--- src/rtl/bka_pipe_adder_if.sv ---
// Handshake and data bundle for bka_pipe_adder: operand side (in_valid/in_ready, a, b, cin, sub)
// and result side (out_valid/out_ready, q, cout, ovf).
// master = the agent that supplies operands and consumes results; slave = the adder itself.
interface bka_pipe_adder_if #(
  parameter int WIDTH = 32
);
  logic             in_valid;
  logic             in_ready;
  logic [WIDTH-1:0] a;
  logic [WIDTH-1:0] b;
  logic             cin;
  logic             sub;
  logic             out_valid;
  logic             out_ready;
  logic [WIDTH-1:0] q;
  logic             cout;
  logic             ovf;

  modport master (
    output in_valid, a, b, cin, sub, out_ready,
    input  in_ready, out_valid, q, cout, ovf
  );

  modport slave (
    input  in_valid, a, b, cin, sub, out_ready,
    output in_ready, out_valid, q, cout, ovf
  );
endinterface

--- src/rtl/bka_pipe_adder.sv ---
// Pipelined adder/subtractor: each stage resolves one SEG-bit segment with a Brent-Kung prefix tree.
// Latency WIDTH/SEG cycles (operation accepted at edge N is valid after edge N+STAGES-1), one op/cycle.
// Backpressure: global advance = !out_valid || out_ready; in_ready = advance; all stages freeze when 0.
// Ports: clk, rst_n (synchronous, active-low); io (bka_pipe_adder_if.slave) carries both handshakes,
// operands a/b/cin/sub and results q/cout/ovf.
// Optional macro BKA_PIPE_FLAGS_EN: when defined, cout/ovf are computed and pipelined with q;
// otherwise both are tied to 0.
module bka_pipe_adder #(
  parameter int WIDTH = 32,
  parameter int SEG   = 8
) (
  input  logic clk,
  input  logic rst_n,
  bka_pipe_adder_if.slave io
);

  localparam int STAGES = WIDTH / SEG;
  localparam int LOG    = $clog2(SEG);

  logic adv;
  assign adv         = !io.out_valid || io.out_ready;
  assign io.in_ready = adv;

  // Brent-Kung segment adder: returns {carry out, sum}.
  // Up-sweep builds power-of-two group terms; down-sweep fills in the remaining prefixes.
  function automatic logic [SEG:0] bk_seg(input logic [SEG-1:0] x,
                                          input logic [SEG-1:0] y,
                                          input logic           ci);
    logic [SEG-1:0] p;
    logic [SEG-1:0] gg;
    logic [SEG-1:0] pp;
    logic [SEG:0]   c;
    p  = x ^ y;
    gg = x & y;
    pp = p;
    for (int l = 0; l < LOG; l++) begin
      for (int i = (2 << l) - 1; i < SEG; i += (2 << l)) begin
        gg[i] = gg[i] | (pp[i] & gg[i - (1 << l)]);
        pp[i] = pp[i] & pp[i - (1 << l)];
      end
    end
    for (int l = LOG - 2; l >= 0; l--) begin
      for (int i = (3 << l) - 1; i < SEG; i += (2 << l)) begin
        gg[i] = gg[i] | (pp[i] & gg[i - (1 << l)]);
        pp[i] = pp[i] & pp[i - (1 << l)];
      end
    end
    c[0] = ci;
    for (int i = 0; i < SEG; i++) begin
      c[i+1] = gg[i] | (pp[i] & ci);
    end
    return {c[SEG], p ^ c[SEG-1:0]};
  endfunction

  for (genvar k = 0; k < STAGES; k++) begin : g_stg
    localparam int LO = k * SEG;        // lowest bit resolved by this stage
    localparam int RW = WIDTH - LO;     // operand bits still unresolved on entry
    localparam int SW = LO + SEG;       // finished sum bits on exit

    logic [RW-1:0] a_in;
    logic [RW-1:0] b_in;
    logic          c_in;
    logic          v_in;
    logic [SEG:0]  r;
    logic [SW-1:0] s_nxt;
    logic [SW-1:0] s_q;
    logic          v_q;

    if (k == 0) begin : g_src
      // Subtraction is A + ~B + 1, so the injected carry is forced high.
      assign a_in  = io.a;
      assign b_in  = io.sub ? ~io.b : io.b;
      assign c_in  = io.sub | io.cin;
      assign v_in  = io.in_valid;
      assign s_nxt = r[SEG-1:0];
    end else begin : g_src
      assign a_in  = g_stg[k-1].g_fwd.a_q;
      assign b_in  = g_stg[k-1].g_fwd.b_q;
      assign c_in  = g_stg[k-1].g_fwd.c_q;
      assign v_in  = g_stg[k-1].v_q;
      assign s_nxt = {r[SEG-1:0], g_stg[k-1].s_q};
    end

    assign r = bk_seg(a_in[SEG-1:0], b_in[SEG-1:0], c_in);

    // Data only loads for valid slots so q keeps the last real result after a drain.
    always_ff @(posedge clk) begin
      if (!rst_n) begin
        v_q <= 1'b0;
        s_q <= '0;
      end else if (adv) begin
        v_q <= v_in;
        if (v_in) begin
          s_q <= s_nxt;
        end
      end
    end

    if (k < STAGES - 1) begin : g_fwd
      // Unresolved upper operand bits and the segment carry ride along to the next stage.
      logic [RW-SEG-1:0] a_q;
      logic [RW-SEG-1:0] b_q;
      logic              c_q;
      always_ff @(posedge clk) begin
        if (!rst_n) begin
          a_q <= '0;
          b_q <= '0;
          c_q <= 1'b0;
        end else if (adv && v_in) begin
          a_q <= a_in[RW-1:SEG];
          b_q <= b_in[RW-1:SEG];
          c_q <= r[SEG];
        end
      end
    end

    if (k == STAGES - 1) begin : g_out
      assign io.out_valid = v_q;
      assign io.q         = s_q;
`ifdef BKA_PIPE_FLAGS_EN
      // Carry into the MSB is recovered as a ^ b ^ sum at that bit; overflow is it XOR carry out.
      logic cout_q;
      logic ovf_q;
      always_ff @(posedge clk) begin
        if (!rst_n) begin
          cout_q <= 1'b0;
          ovf_q  <= 1'b0;
        end else if (adv && v_in) begin
          cout_q <= r[SEG];
          ovf_q  <= a_in[SEG-1] ^ b_in[SEG-1] ^ r[SEG-1] ^ r[SEG];
        end
      end
      assign io.cout = cout_q;
      assign io.ovf  = ovf_q;
`else
      assign io.cout = 1'b0;
      assign io.ovf  = 1'b0;
`endif
    end
  end

endmodule

--- src/flat_wrapper.sv ---
// flat-port wrapper written by rule: the top's interface ports become plain ports
module bka_pipe_adder_flat 
#(
  parameter int WIDTH = 32,
  parameter int SEG   = 8
)
  (clk, rst_n, io_in_valid, io_a, io_b, io_cin, io_sub, io_out_ready, io_in_ready, io_out_valid, io_q, io_cout, io_ovf);
  bka_pipe_adder_if #(.WIDTH(WIDTH)) io_i ();
  input  logic clk;
  input  logic rst_n;
  input wire logic [$bits(io_i.in_valid)-1:0] io_in_valid;
  input wire logic [$bits(io_i.a)-1:0] io_a;
  input wire logic [$bits(io_i.b)-1:0] io_b;
  input wire logic [$bits(io_i.cin)-1:0] io_cin;
  input wire logic [$bits(io_i.sub)-1:0] io_sub;
  input wire logic [$bits(io_i.out_ready)-1:0] io_out_ready;
  output wire logic [$bits(io_i.in_ready)-1:0] io_in_ready;
  output wire logic [$bits(io_i.out_valid)-1:0] io_out_valid;
  output wire logic [$bits(io_i.q)-1:0] io_q;
  output wire logic [$bits(io_i.cout)-1:0] io_cout;
  output wire logic [$bits(io_i.ovf)-1:0] io_ovf;
  assign io_i.in_valid = io_in_valid;
  assign io_i.a = io_a;
  assign io_i.b = io_b;
  assign io_i.cin = io_cin;
  assign io_i.sub = io_sub;
  assign io_i.out_ready = io_out_ready;
  assign io_in_ready = io_i.in_ready;
  assign io_out_valid = io_i.out_valid;
  assign io_q = io_i.q;
  assign io_cout = io_i.cout;
  assign io_ovf = io_i.ovf;
  bka_pipe_adder #(.WIDTH(WIDTH), .SEG(SEG)) u_core (.clk(clk), .rst_n(rst_n), .io(io_i));
endmodule
--- config.mk ---
export PLATFORM = sky130hd
export DESIGN_NAME = bka_pipe_adder_flat
export DESIGN_NICKNAME = d
export VERILOG_FILES = /design/src/rtl/bka_pipe_adder_if.sv /design/src/rtl/bka_pipe_adder.sv /design/src/flat_wrapper.sv
export SDC_FILE = /design/constraint.sdc
export NUM_CORES = 1
export LEC_CHECK = 0
export BUFFER_PORTS_ARGS = -buffer_cell sky130_fd_sc_hd__buf_2
export CAP_MARGIN = 20
export CORE_ASPECT_RATIO = 1.2
export CORE_UTILIZATION = 52
export CTS_CLUSTER_SIZE = 20
export DETAILED_ROUTE_END_ITERATION = 10
export GPL_TIMING_DRIVEN = 1
export PLACE_DENSITY_LB_ADDON = 0.15
export SKIP_CTS_REPAIR_TIMING = 1
export SLEW_MARGIN = 40
export SYNTH_ARGS = -nofsm -noshare
export SYNTH_HDL_FRONTEND = slang
export SYNTH_SLANG_ARGS = --single-unit
--- constraint.sdc ---
create_clock -name clk -period 2.4 [get_ports clk]
set_input_delay 0.36 -clock clk [delete_from_list [all_inputs] [get_ports clk]]
set_output_delay 0.36 -clock clk [all_outputs]
set_load 0.01 [all_outputs]
# Word-level counts from Yosys, hierarchy flattened
# Index checks and enable logic that the tools add are counted.
# W data, S select, Z words.
# word_totals
elab_cells	226
in_bits	70
regBits	183
# classes
reduce_logical	9
n_bitwise	199
muxes	1
# op_table
operator	count
$and A1 B1 Y1	113
$or A1 B1 Y1	73
$xor A8 B8 Y8	8
$mux W32	1
$not A32 Y32	1
$and A8 B8 Y8	3
$reduce_and A2 Y1	4
$and A7 B7 Y7	1
$logic_and A1 B1 Y1	3
$logic_not A1 Y1	1
$logic_or A1 B1 Y1	1

# Longest topological paths before layout
# Gate-level depths: netlist of the first run.
# depth
word_depth	13
mapped_depth	9
mapped_depth_nobuf	7

# Worst setup path after synthesis of the first run
# Ideal clock, no wire load.
# synth_path
path_type	input-to-reg
start	input port io_sub
end	register u_core.g_stg[0].s_q[7]
arrival_ns	2.247
cell_stages	9
n_path_buf	2
slack_ns	0.068
required_time_ns	2.314
setup_time_ns	0.086
path_cell_list	buf_6 -> buf_2 -> xor2_1 -> ha_1 -> a21o_1 -> a2111o_1 -> o22a_1 -> xnor2_1 -> a211oi_1
# synth_between
elab_chain_len	12
# synth_rtl
item	line_no	source
start: declaration	flat_wrapper.sv:15	input wire logic [$bits(io_i.sub)-1:0] io_sub;
$mux W32	bka_pipe_adder.sv:72	assign b_in = io.sub ? ~io.b : io.b;
$xor A8 B8 Y8 or $and A8 B8 Y8 (tied branches)	bka_pipe_adder.sv:33, bka_pipe_adder.sv:34	
$and A1 B1 Y1	bka_pipe_adder.sv:38	gg[i] = gg[i] | (pp[i] & gg[i - (1 << l)]);
$or A1 B1 Y1	bka_pipe_adder.sv:38	
$and A1 B1 Y1	bka_pipe_adder.sv:38	
$or A1 B1 Y1	bka_pipe_adder.sv:38	
$and A1 B1 Y1	bka_pipe_adder.sv:44	gg[i] = gg[i] | (pp[i] & gg[i - (1 << l)]);
$or A1 B1 Y1	bka_pipe_adder.sv:44	
$and A1 B1 Y1	bka_pipe_adder.sv:44	
$or A1 B1 Y1	bka_pipe_adder.sv:44	
$or A1 B1 Y1	bka_pipe_adder.sv:50	c[i+1] = gg[i] | (pp[i] & ci);
$xor A8 B8 Y8 *	bka_pipe_adder.sv:52	return {c[SEG], p ^ c[SEG-1:0]};
end signal: assignment	bka_pipe_adder.sv:94	s_q <= s_nxt;
end: declaration	bka_pipe_adder.sv:66	logic [SW-1:0] s_q;
# Mark *: on every way between the ends. The rest lies on a longest branch, timed or not.
# A chain may end at the register's enable or synchronous reset.

# Worst setup path after layout of the first run
# layout_path
start	register u_core.g_stg[1].g_fwd.b_q[0]
end	register u_core.g_stg[2].g_fwd.c_q
# layout_between
elab_chain_len	8
# layout_rtl
item	line_no	source
start: declaration	bka_pipe_adder.sv:102	logic [RW-SEG-1:0] b_q;
start signal: assignment	bka_pipe_adder.sv:111	b_q <= b_in[RW-1:SEG];
$and A8 B8 Y8	bka_pipe_adder.sv:34	gg = x & y;
$and A1 B1 Y1	bka_pipe_adder.sv:38	
$or A1 B1 Y1	bka_pipe_adder.sv:38	
$and A1 B1 Y1	bka_pipe_adder.sv:38	
$or A1 B1 Y1	bka_pipe_adder.sv:38	
$and A1 B1 Y1	bka_pipe_adder.sv:38	
$or A1 B1 Y1	bka_pipe_adder.sv:38	
$or A1 B1 Y1 *	bka_pipe_adder.sv:50	
end signal: assignment	bka_pipe_adder.sv:112	c_q <= r[SEG];
end: declaration	bka_pipe_adder.sv:103	logic c_q;
# Marks and branches as above.

==> flow_summary.toml, run 1 <==
[floorplanning]
top_level_ports = 106
die_w_um = 113
fp-row-count = 48
chipHeight_um = 136
initial_core_util_pct = 53.4
floorplan.die_area_mm2 = 0.0153
core_mm2 = 0.0145

[final_layout]
stdcell_area_mm2 = 0.00900
layout.nets = 1114
final_layout_size_suffix_gt1_share_pct = 16.1
final_cell_mix = "sky130_fd_sc_hd__nand2_1, sky130_fd_sc_hd__dfxtp_1, sky130_fd_sc_hd__a21oi_1, sky130_fd_sc_hd__buf_2, sky130_fd_sc_hd__a211oi_1"
synthToLayoutAreaGrowth_pct = 16.5
fillCellCount = 1361
final_common_cell = "sky130_fd_sc_hd__nand2_1"
diodes = 0

[worst_hold_path]
hp_start = "io_a[24]"
class_of_the_tightest_hold_or_removal_check = "primary input to flop"

[sta]
maxSlewViolCount = 0
grt_setup_unrepaired = "no"
fin_skew_ns = 0.00685
period_minus_slack_ns = 2.01
layout_worst_path_cycle_share_pct = 83.9
timing.final.hold_violations = 0
setup_total_negative_slack_ns = 0
worst_slew_pin_slew_ns = 0.613
setup_violations = 0
slew-limit-headroom_pct = 59.1
max_clock_freq_mhz = 497

[yosys]
netlist_instances = 933
yosys.area.top_type_share_pct = 47.4
mappedNetlistArea_mm2 = 0.00772
ys_seq_elements = 183
ys_dominant_reg_cell = "sky130_fd_sc_hd__dfxtp_1"
synthTopCellsByArea = "sky130_fd_sc_hd__dfxtp_1, sky130_fd_sc_hd__nand2_1, sky130_fd_sc_hd__a21oi_1"
synth_largest_area_cell = "sky130_fd_sc_hd__dfxtp_1"
ys_async_sr_fraction_pct = 0
synth.yosys.warnings = 0
share_of_the_yosys_chip_area_belonging_to_registers_pct = 47.4
netlist-cell-type-count = 49
synth-edff-count = 0
syn_avg_cell_area_um2 = 8.28

[placement]
place.port_buffers = 103
placed_cell_area_mm2 = 0.00839
detailed_place_hpwl_um = 10900
routabilityCongestion = 0.795

[clocking]
cts_max_level = 4
numClockSinks = 183
cts-buffers-inserted = 17
clkLatencyLatePin_ns = 0.42
cts.path.max_buffers = 2
clock-root-buffer = "sky130_fd_sc_hd__clkbuf_16"
cts.reportedPaths.clkPinSlew_ns = 0.07
tritoncts_clock_tree = "done"

[worst_setup_path]
critical_path.startpoint = "u_core.g_stg[1].g_fwd.b_q[0]"
critical_path.max_fanout = 3
reg2reg_from = "u_core.g_stg[1].g_fwd.b_q[0]"
cp_data_required_time_ns = 2.69
critPathKind = "flop to flop"
arrival_ns = 2.30
critPathLaunchType = "flop"
r2r_slack_ns = 0.39
type_of_destination_of_the_critical_path = "flop"

[run_status]
result_of_the_run = "complete, no violations"

[drt]
finalWirelength_um = 15600
iteration_0_drc_markers = 386
vias = 6192
drt-wirelength-per-cell_um = 12.8
drt_drc_violations_left = 0
viasPerCell = 5.07
post_detailed_route_count_of_antenna_violating_nets = 0
first_pass_iters = 6

[flow_run]
drv_cap = 0

[grt]
grt_max_degree = 58
grt_pass1_wl_um = 26400
grt_remaining_overflow = 0
vias_in_the_first_global_route = 5660
initial_antenna_violation_count = 0
grt_util_all_layers_pct = 21.4

[power]
power.static_leakage_nw = 3.57
vdd.ir_drop.worst_uv = 478
pwr_density_cell_mw_per_mm2 = 745
cell type report:
type / instances / area, um2 / area share, %
flip-flops and latches: 183 / 3660 / 40.7
inverters: 13 / 51.3 / 0.570
clock buffers: 19 / 443 / 4.92
well taps: 200 / 250 / 2.78
clock inverters: 13 / 170 / 1.89
multi-input cells: 671 / 3720 / 41.3
repair buffers: 123 / 703 / 7.81
where the power goes:
part	switching (mW)	internal (mW)
Combinational	0.368	0.265
Sequential	0.0684	3.15
Clock	1.17	1.68
Total	1.61	5.10
routing by layer:
layer | share of wire [%] | vias to the layer above | global-route usage (%)
li1 | - | 3290 | -
met1 | 52 | 2772 | 30.1
met2 | 44 | 116 | 33.2
met3 | 3.7 | 14 | 4.21
met4 | 1.0 | 0 | 6.21
met5 | 0 | - | 0
cell usage after synthesis, drive strengths merged, types with 4 or more instances:
cell type,n
or3,4
inv,12
xnor2,30
a21o,6
nor2,35
a31oi,4
nor3,5
o211ai,7
fa,4
buf,29
dfxtp,183
nand4,4
and2,4
nand3,16
o21ai,13
clkbuf,38
xor2,18
ha,31
a211oi,39
nand2,274
a21oi,145
logic make-up after synthesis:
logic type	Yosys count	share of synthesized area (%)
buf+inv	80	4.52
xor+xnor	48	5.44
fa+ha+maj	35	6.06
simple gates	353	18.5
flops	183	47.4
other cells	1	0.0486
compound gates	233	18.0
path summary, 6_finish.rpt:
path,to,cells after the start
worst min-delay path,u_core.g_stg[0].g_fwd.a_q[16],3
worst max register to register,u_core.g_stg[2].g_fwd.c_q,6
worst min register to register,u_core.io.q[4],2
worst max-delay path,u_core.g_stg[2].g_fwd.c_q,6
stage by stage:
step	hold slack, ns	power, mW	cells	util, %	setup slack, ns
after floorplan	0.427	3.73	934	-	0.0678
after global placement	0.438	3.91	1190	57.9	0.184
after detailed placement	0.444	3.92	1190	57.9	0.141
after CTS	0.169	6.75	1222	62.2	0.382
after global routing	0.167	6.97	1222	62.2	0.314
final	0.176	6.70	1222	62.2	0.387
registers in the layout, indices dropped and copies added, names as in the netlist:
signal,cells
u_core.io.q,32
u_core.g_stg.g_fwd.b_q,48
u_core.g_stg.g_fwd.a_q,48
u_core.io.out_valid,1
u_core.g_stg.s_q,48
u_core.g_stg.v_q,3
u_core.g_stg.g_fwd.c_q,3
critical path, cell delays in order (launching register included):
cell,delay [ns]
sky130_fd_sc_hd__dfxtp_1,0.33
sky130_fd_sc_hd__ha_1,0.33
sky130_fd_sc_hd__a211oi_2,0.31
sky130_fd_sc_hd__o21ai_1,0.15
sky130_fd_sc_hd__a221o_1,0.34
sky130_fd_sc_hd__a211oi_1,0.34
sky130_fd_sc_hd__a211oi_1,0.09
No activity file was read; power rests on OpenSTA's default activity.
==> run 2, diff against run 1 <==
- clock period: 2.4 -> 1.8 ns (I/O delays scaled with it)
==> run 2 against run 1 <==
Net effect: sequential power up 34%; first-iteration DRC count down 2.1%; clock-buffer cell count up 1; register-to-register slack worse by 0.32 ns; combinational power up 46%; design area up 2.8%; critical path depth up 1; via count up 2.1%.
==> flow_summary.toml, run 2 (same netlist as run 1, synthesis figures left out) <==
[run_status]
result_of_the_run = "complete, no violations"

[placement]
worst_setup_timing_slack_at_the_placement_stage_ns = -0.213
placed_cell_area_mm2 = 0.00864
routabilityCongestion = 0.787
detailed_place_hpwl_um = 11200
placed_cells_incl_taps = 1223
place.port_buffers = 103

[final_layout]
layout.nets = 1149
biggestRegsByFlops = "u_core.g_stg.g_fwd.a_q (48), u_core.g_stg.g_fwd.b_q (48), u_core.g_stg.s_q (48)"
final_cell_mix = "sky130_fd_sc_hd__nand2_1, sky130_fd_sc_hd__dfxtp_1, sky130_fd_sc_hd__a21oi_1, sky130_fd_sc_hd__buf_2, sky130_fd_sc_hd__buf_4"
synthToLayoutAreaGrowth_pct = 19.8
final_common_cell = "sky130_fd_sc_hd__nand2_1"
diodes = 0
final_core_utilization_pct = 63.9
stdcell_area_mm2 = 0.00925
final_layout_size_suffix_gt1_share_pct = 20.0
fin_cells = 1257

[drt]
first_pass_iters = 5
vias = 6324
drt_drc_violations_left = 0
iteration_0_drc_markers = 378
drt-wirelength-per-cell_um = 12.5
viasPerCell = 5.03
finalWirelength_um = 15700
post_detailed_route_count_of_antenna_violating_nets = 0

[clocking]
tritoncts_clock_tree = "done"
cts.path.max_buffers = 2
numClockSinks = 183
cts-buffers-inserted = 17
clock-root-buffer = "sky130_fd_sc_hd__clkbuf_16"
cts_max_level = 4
clkLatencyLatePin_ns = 0.42
cts.reportedPaths.clkPinSlew_ns = 0.06

[floorplanning]
chipHeight_um = 136
floorplan.die_area_mm2 = 0.0153
core_mm2 = 0.0145
initial_core_util_pct = 53.4
die_w_um = 113
top_level_ports = 106
fp-row-count = 48

[worst_setup_path]
critPathLaunchType = "flop"
arrival_ns = 2.04
type_of_destination_of_the_critical_path = "flop"
cp_data_required_time_ns = 2.11
critPathKind = "flop to flop"
critical_path.max_fanout = 2
reg2reg_from = "u_core.g_stg[0].g_fwd.b_q[0]"
critical_path.startpoint = "u_core.g_stg[0].g_fwd.b_q[0]"

[sta]
layout_worst_path_cycle_share_pct = 96.2
post-route-worst-setup-slack_ns = 0.0679
setup_violations = 0
fin_skew_ns = 0.00772
maxSlewViolCount = 0
period_minus_slack_ns = 1.73
holdWs_ns = 0.0815
max_clock_freq_mhz = 577
timing.final.hold_violations = 0
setup_total_negative_slack_ns = 0

[flow_run]
drv_cap = 0

[worst_hold_path]
class_of_the_tightest_hold_or_removal_check = "primary input to flop"
hp_start = "io_a[25]"

[power]
fin_total_pwr_mw = 8.58
vdd.ir_drop.worst_uv = 605
power.static_leakage_nw = 3.72
pwr_density_cell_mw_per_mm2 = 927

[grt]
vias_in_the_first_global_route = 5649
grt_pass1_wl_um = 26300
grt_max_degree = 50
grt_remaining_overflow = 0
grt_util_all_layers_pct = 21.3
initial_antenna_violation_count = 0
[run 2: where the power goes]
group	internal, mW	total [mW]	leakage [nW]	switching (mW)
sequential	4.21	4.30	1.49	0.0945
clock	1.83	3.35	0.262	1.52
combinational	0.418	0.924	1.97	0.506
total	6.45	8.58	3.72	2.12
[run 2: worst paths after layout]
check                                        to  slack (ns)  depth (start not counted)
setup / recovery        u_core.g_stg[1].s_q[15]        0.07                          7
setup reg to reg        u_core.g_stg[1].s_q[15]        0.07                          7
hold / removal    u_core.g_stg[0].g_fwd.a_q[17]        0.08                          3
hold reg to reg                 u_core.io.q[27]        0.45                          2
[run 2: area by class of cell]
type,instances,area (um2)
repair buffers,158,966
well taps,200,250
flip-flops and latches,183,3670
fillers,1330,5220
clock inverters,12,78.8
clock buffers,20,457
inverters,13,51.3
multi-input cells,671,3780
[run 2: layer usage]
| metal | GRT usage (%) | up-vias | share of wire, % |
|---|---|---|---|
| li1 | - | 3381 | - |
| met1 | 30.5 | 2802 | 51 |
| met2 | 32.4 | 124 | 44 |
| met3 | 4.07 | 17 | 3.4 |
| met4 | 6.87 | 0 | 1.2 |
| met5 | 0 | - | 0 |
[run 2: worst max-delay path, stage by stage (launching register included)]
cell,delay (ns)
sky130_fd_sc_hd__dfxtp_1,0.38
sky130_fd_sc_hd__ha_4,0.23
sky130_fd_sc_hd__a211oi_4,0.25
sky130_fd_sc_hd__o21ai_2,0.10
sky130_fd_sc_hd__a221o_1,0.36
sky130_fd_sc_hd__buf_4,0.15
sky130_fd_sc_hd__nand4b_1,0.08
sky130_fd_sc_hd__o211ai_1,0.08
==> run 3, diff against run 2 <==
- ABC_AREA: unset -> 1
==> run 3 against run 2 <==
Net effect: power grew 8.6%; sequential cell count is the same; clock skew grew 0.0010 ns; register-to-register slack gained 0.06 ns; die area grew 0.98%; core utilization shrank 1.3 points; largest power group unchanged; design area shrank 1.6%; largest cell class is now sequential cells; non-clock buffer count shrank 33; setup slack gained 0.058 ns; sequential share of layout area grew 0.63 points; via count grew 1.1%.
==> flow_summary.toml, run 3 <==
[run_status]
result_of_the_run = "complete, no violations"

[yosys]
synth.yosys.warnings = 0
post_synth_and_or_nand_nor_area_fraction_pct = 15.3
yosysMostFrequentCell = "sky130_fd_sc_hd__nor2_1"
synthTopCellsByArea = "sky130_fd_sc_hd__dfxtp_1, sky130_fd_sc_hd__o21ai_0, sky130_fd_sc_hd__nor2_1"
yosys.area.top_type_share_pct = 47.0
synth_compound_area_share_pct = 17.9
share_of_the_yosys_chip_area_belonging_to_registers_pct = 47.0
syn_avg_cell_area_um2 = 7.85
synth.top_cells.by_count = "sky130_fd_sc_hd__nor2_1, sky130_fd_sc_hd__dfxtp_1, sky130_fd_sc_hd__o21ai_0"
mappedNetlistArea_mm2 = 0.00780
synth_xor_xnor_area_share_pct = 5.73
synth_top_family_by_area = "compound AO/OA/AOI/OAI gates"
ys_async_sr_fraction_pct = 0
ys_seq_elements = 183
netlist_instances = 994
netlist-cell-type-count = 27
synth_fa_ha_area_share_pct = 6.00
synth-edff-count = 0
ys_dominant_reg_cell = "sky130_fd_sc_hd__dfxtp_1"
synth_largest_area_cell = "sky130_fd_sc_hd__dfxtp_1"
synth_mux_area_share_pct = 0

[clocking]
clock-root-buffer = "sky130_fd_sc_hd__clkbuf_16"
cts.reportedPaths.clkPinSlew_ns = 0.07
clkLatencyLatePin_ns = 0.44
cts_max_level = 4
cts-buffers-inserted = 17
tritoncts_clock_tree = "done"
cts.path.max_buffers = 2
numClockSinks = 183

[grt]
initial_antenna_violation_count = 0
grt_remaining_overflow = 0
grt_pass1_wl_um = 26700
grt_util_all_layers_pct = 22.2
vias_in_the_first_global_route = 5625
grt_max_degree = 97

[sta]
grt_setup_unrepaired = "no"
max_clock_freq_mhz = 597
maxSlewViolCount = 0
period_minus_slack_ns = 1.67
layout_worst_path_cycle_share_pct = 93.0
post-route-worst-setup-slack_ns = 0.126
setup_violations = 0
timing.final.hold_violations = 0
fin_skew_ns = 0.00876

[worst_setup_path]
arrival_ns = 1.99
critical_path.max_fanout = 4
cpPeakStageDelay_ns = 0.36
reg2regPathDepth = 8
r2r_end = "u_core.g_stg[2].s_q[21]"
critPathLaunchType = "flop"
critical_path.most_common_cell = "sky130_fd_sc_hd__nand2_1"
path_cells = "ha_1, nand2_1, nand3_1, nand2_1, nand2_1, a21oi_1, xor2_1, a21oi_1"
type_of_destination_of_the_critical_path = "flop"
worst-path-stages = 8
sum_of_buffers_and_inverters_on_the_critical_path = 0
cp_top_family = "simple AND/OR/NAND/NOR gates"
cp_slowest_cell = "sky130_fd_sc_hd__ha_1"
cp_data_required_time_ns = 2.11
r2r_slack_ns = 0.13
reg2reg_from = "u_core.g_stg[1].g_fwd.b_q[1]"
critPathKind = "flop to flop"

[final_layout]
synthToLayoutAreaGrowth_pct = 16.7
layout.nets = 1182
fin_cells = 1290
final_common_cell = "sky130_fd_sc_hd__nor2_1"
final_layout_size_suffix_gt1_share_pct = 15.6
diodes = 0
final_cell_mix = "sky130_fd_sc_hd__nor2_1, sky130_fd_sc_hd__dfxtp_1, sky130_fd_sc_hd__o21ai_0, sky130_fd_sc_hd__buf_2, sky130_fd_sc_hd__a21oi_1"
biggestRegsByFlops = "u_core.g_stg.g_fwd.a_q (48), u_core.g_stg.g_fwd.b_q (48), u_core.g_stg.s_q (48)"
stdcell_area_mm2 = 0.00910

[placement]
placed_cell_area_mm2 = 0.00847
routabilityCongestion = 0.846
place.port_buffers = 103
placed_cells_incl_taps = 1258
detailed_place_hpwl_um = 11200
worst_setup_timing_slack_at_the_placement_stage_ns = -0.161

[power]
power.switching_mw = 2.28
pwr-share-comb_pct = 12.1
p_int_mw = 7.04
power.static_leakage_nw = 4.28
switching_share_pct = 24.4
power.share.clock_pct = 40.2
pwr_density_cell_mw_per_mm2 = 1020
vdd.ir_drop.worst_uv = 586
register_share_of_total_power_pct = 47.6

[worst_hold_path]
class_of_the_tightest_hold_or_removal_check = "primary input to flop"
worst_min_delay_path_endpoint = "u_core.g_stg[0].g_fwd.a_q[4]"
hp_start = "io_a[12]"
hold_depth = 3

[floorplanning]
fp-row-count = 48
core_mm2 = 0.0145
chipHeight_um = 136
floorplan.die_area_mm2 = 0.0155
initial_core_util_pct = 53.7
die_w_um = 114
top_level_ports = 106

[drt]
drt-wirelength-per-cell_um = 12.5
finalWirelength_um = 16200
iteration_0_drc_markers = 451
viasPerCell = 4.96
vias = 6395
post_detailed_route_count_of_antenna_violating_nets = 0
drt_drc_violations_left = 0
first_pass_iters = 4

[flow_run]
drv_cap = 0
[run 3: changes by cell type in the layout (fill, tap and decap cells not counted), sizes merged, moves of 18 or more]
| cell | delta |
|---|---|
| a211oi | -37 |
| a21oi | -51 |
| buf | -33 |
| inv | +69 |
| nand2 | -208 |
| nor2 | +179 |
| o21ai | +160 |
| xnor2 | -18 |
| xor2 | +21 |
[run 3: final cells by class]
type	count	area [um2]
Tap cell	200	250
Clock buffer	25	515
Timing Repair Buffer	125	721
Clock inverter	7	90.1
Fill cell	1393	5430
Sequential cell	183	3660
Inverter	84	320
Multi-Input combinational cell	666	3540
[run 3: how the worst max path moves through the flow]
stage,slack (ns),endpoint,from
finish,0.13,u_core.g_stg[2].s_q[21],u_core.g_stg[1].g_fwd.b_q[1]
global route,0.006,u_core.g_stg[2].s_q[21],u_core.g_stg[1].g_fwd.b_q[1]
CTS,0.12,u_core.g_stg[2].s_q[21],u_core.g_stg[1].g_fwd.b_q[1]
detailed placement,-0.16,u_core.g_stg[0].s_q[7],io_sub
global placement,-0.09,u_core.g_stg[0].s_q[7],io_sub
floorplan,-0.02,u_core.g_stg[0].s_q[7],io_sub
[run 3: logic make-up (layout without fill, tap and decap cells)]
kind of cell / Yosys count / after routing
and+or+nand+nor: 303 / 303
AOI/OAI and AO/OA: 275 / 275
DFF: 183 / 183
buffers and inverters: 146 / 241
xor gates and xnor gates: 51 / 51
adders and majority gates: 35 / 35
other: 1 / 2
[run 3: stage by stage]
step / setup TNS (ns) / util (%) / hold WS [ns] / power, mW
2_1_floorplan: -0.0153 / - / 0.430 / 5.30
3_3_place_gp: -0.167 / 58.2 / 0.440 / 5.63
3_5_place_dp: -0.424 / 58.2 / 0.446 / 5.65
4_1_cts: 0 / 62.4 / 0.0737 / 9.38
5_1_grt: 0 / 62.6 / 0.0859 / 9.74
6_report: 0 / 62.6 / 0.0830 / 9.31
[run 3: worst reg2reg max path: stages, from the launching register on]
cell and delay [ns]:
sky130_fd_sc_hd__dfxtp_1 0.33, sky130_fd_sc_hd__ha_1 0.36, sky130_fd_sc_hd__nand2_1 0.11, sky130_fd_sc_hd__nand3_1 0.13, sky130_fd_sc_hd__nand2_1 0.09, sky130_fd_sc_hd__nand2_1 0.08
sky130_fd_sc_hd__a21oi_1 0.16, sky130_fd_sc_hd__xor2_1 0.21, sky130_fd_sc_hd__a21oi_1 0.08
[run 3: power by group through the flow]
stage | Combinational [mW] | Clock [mW] | Sequential (mW)
global route | 1.30 | 3.97 | 4.46
finish | 1.13 | 3.74 | 4.44
global placement | 1.11 | 0 | 4.52
detailed placement | 1.13 | 0 | 4.52
floorplan | 0.806 | 0 | 4.50
CTS | 1.14 | 3.81 | 4.44
[run 3: layer usage]
layer / vias to the layer above / GRT usage, % / share of wire [%]
met1: 2850 / 29.3 / 48
li1: 3385 / - / -
met3: 20 / 5.57 / 4.2
met4: 0 / 6.93 / 1.4
met2: 140 / 35.6 / 46
met5: - / 0 / 0
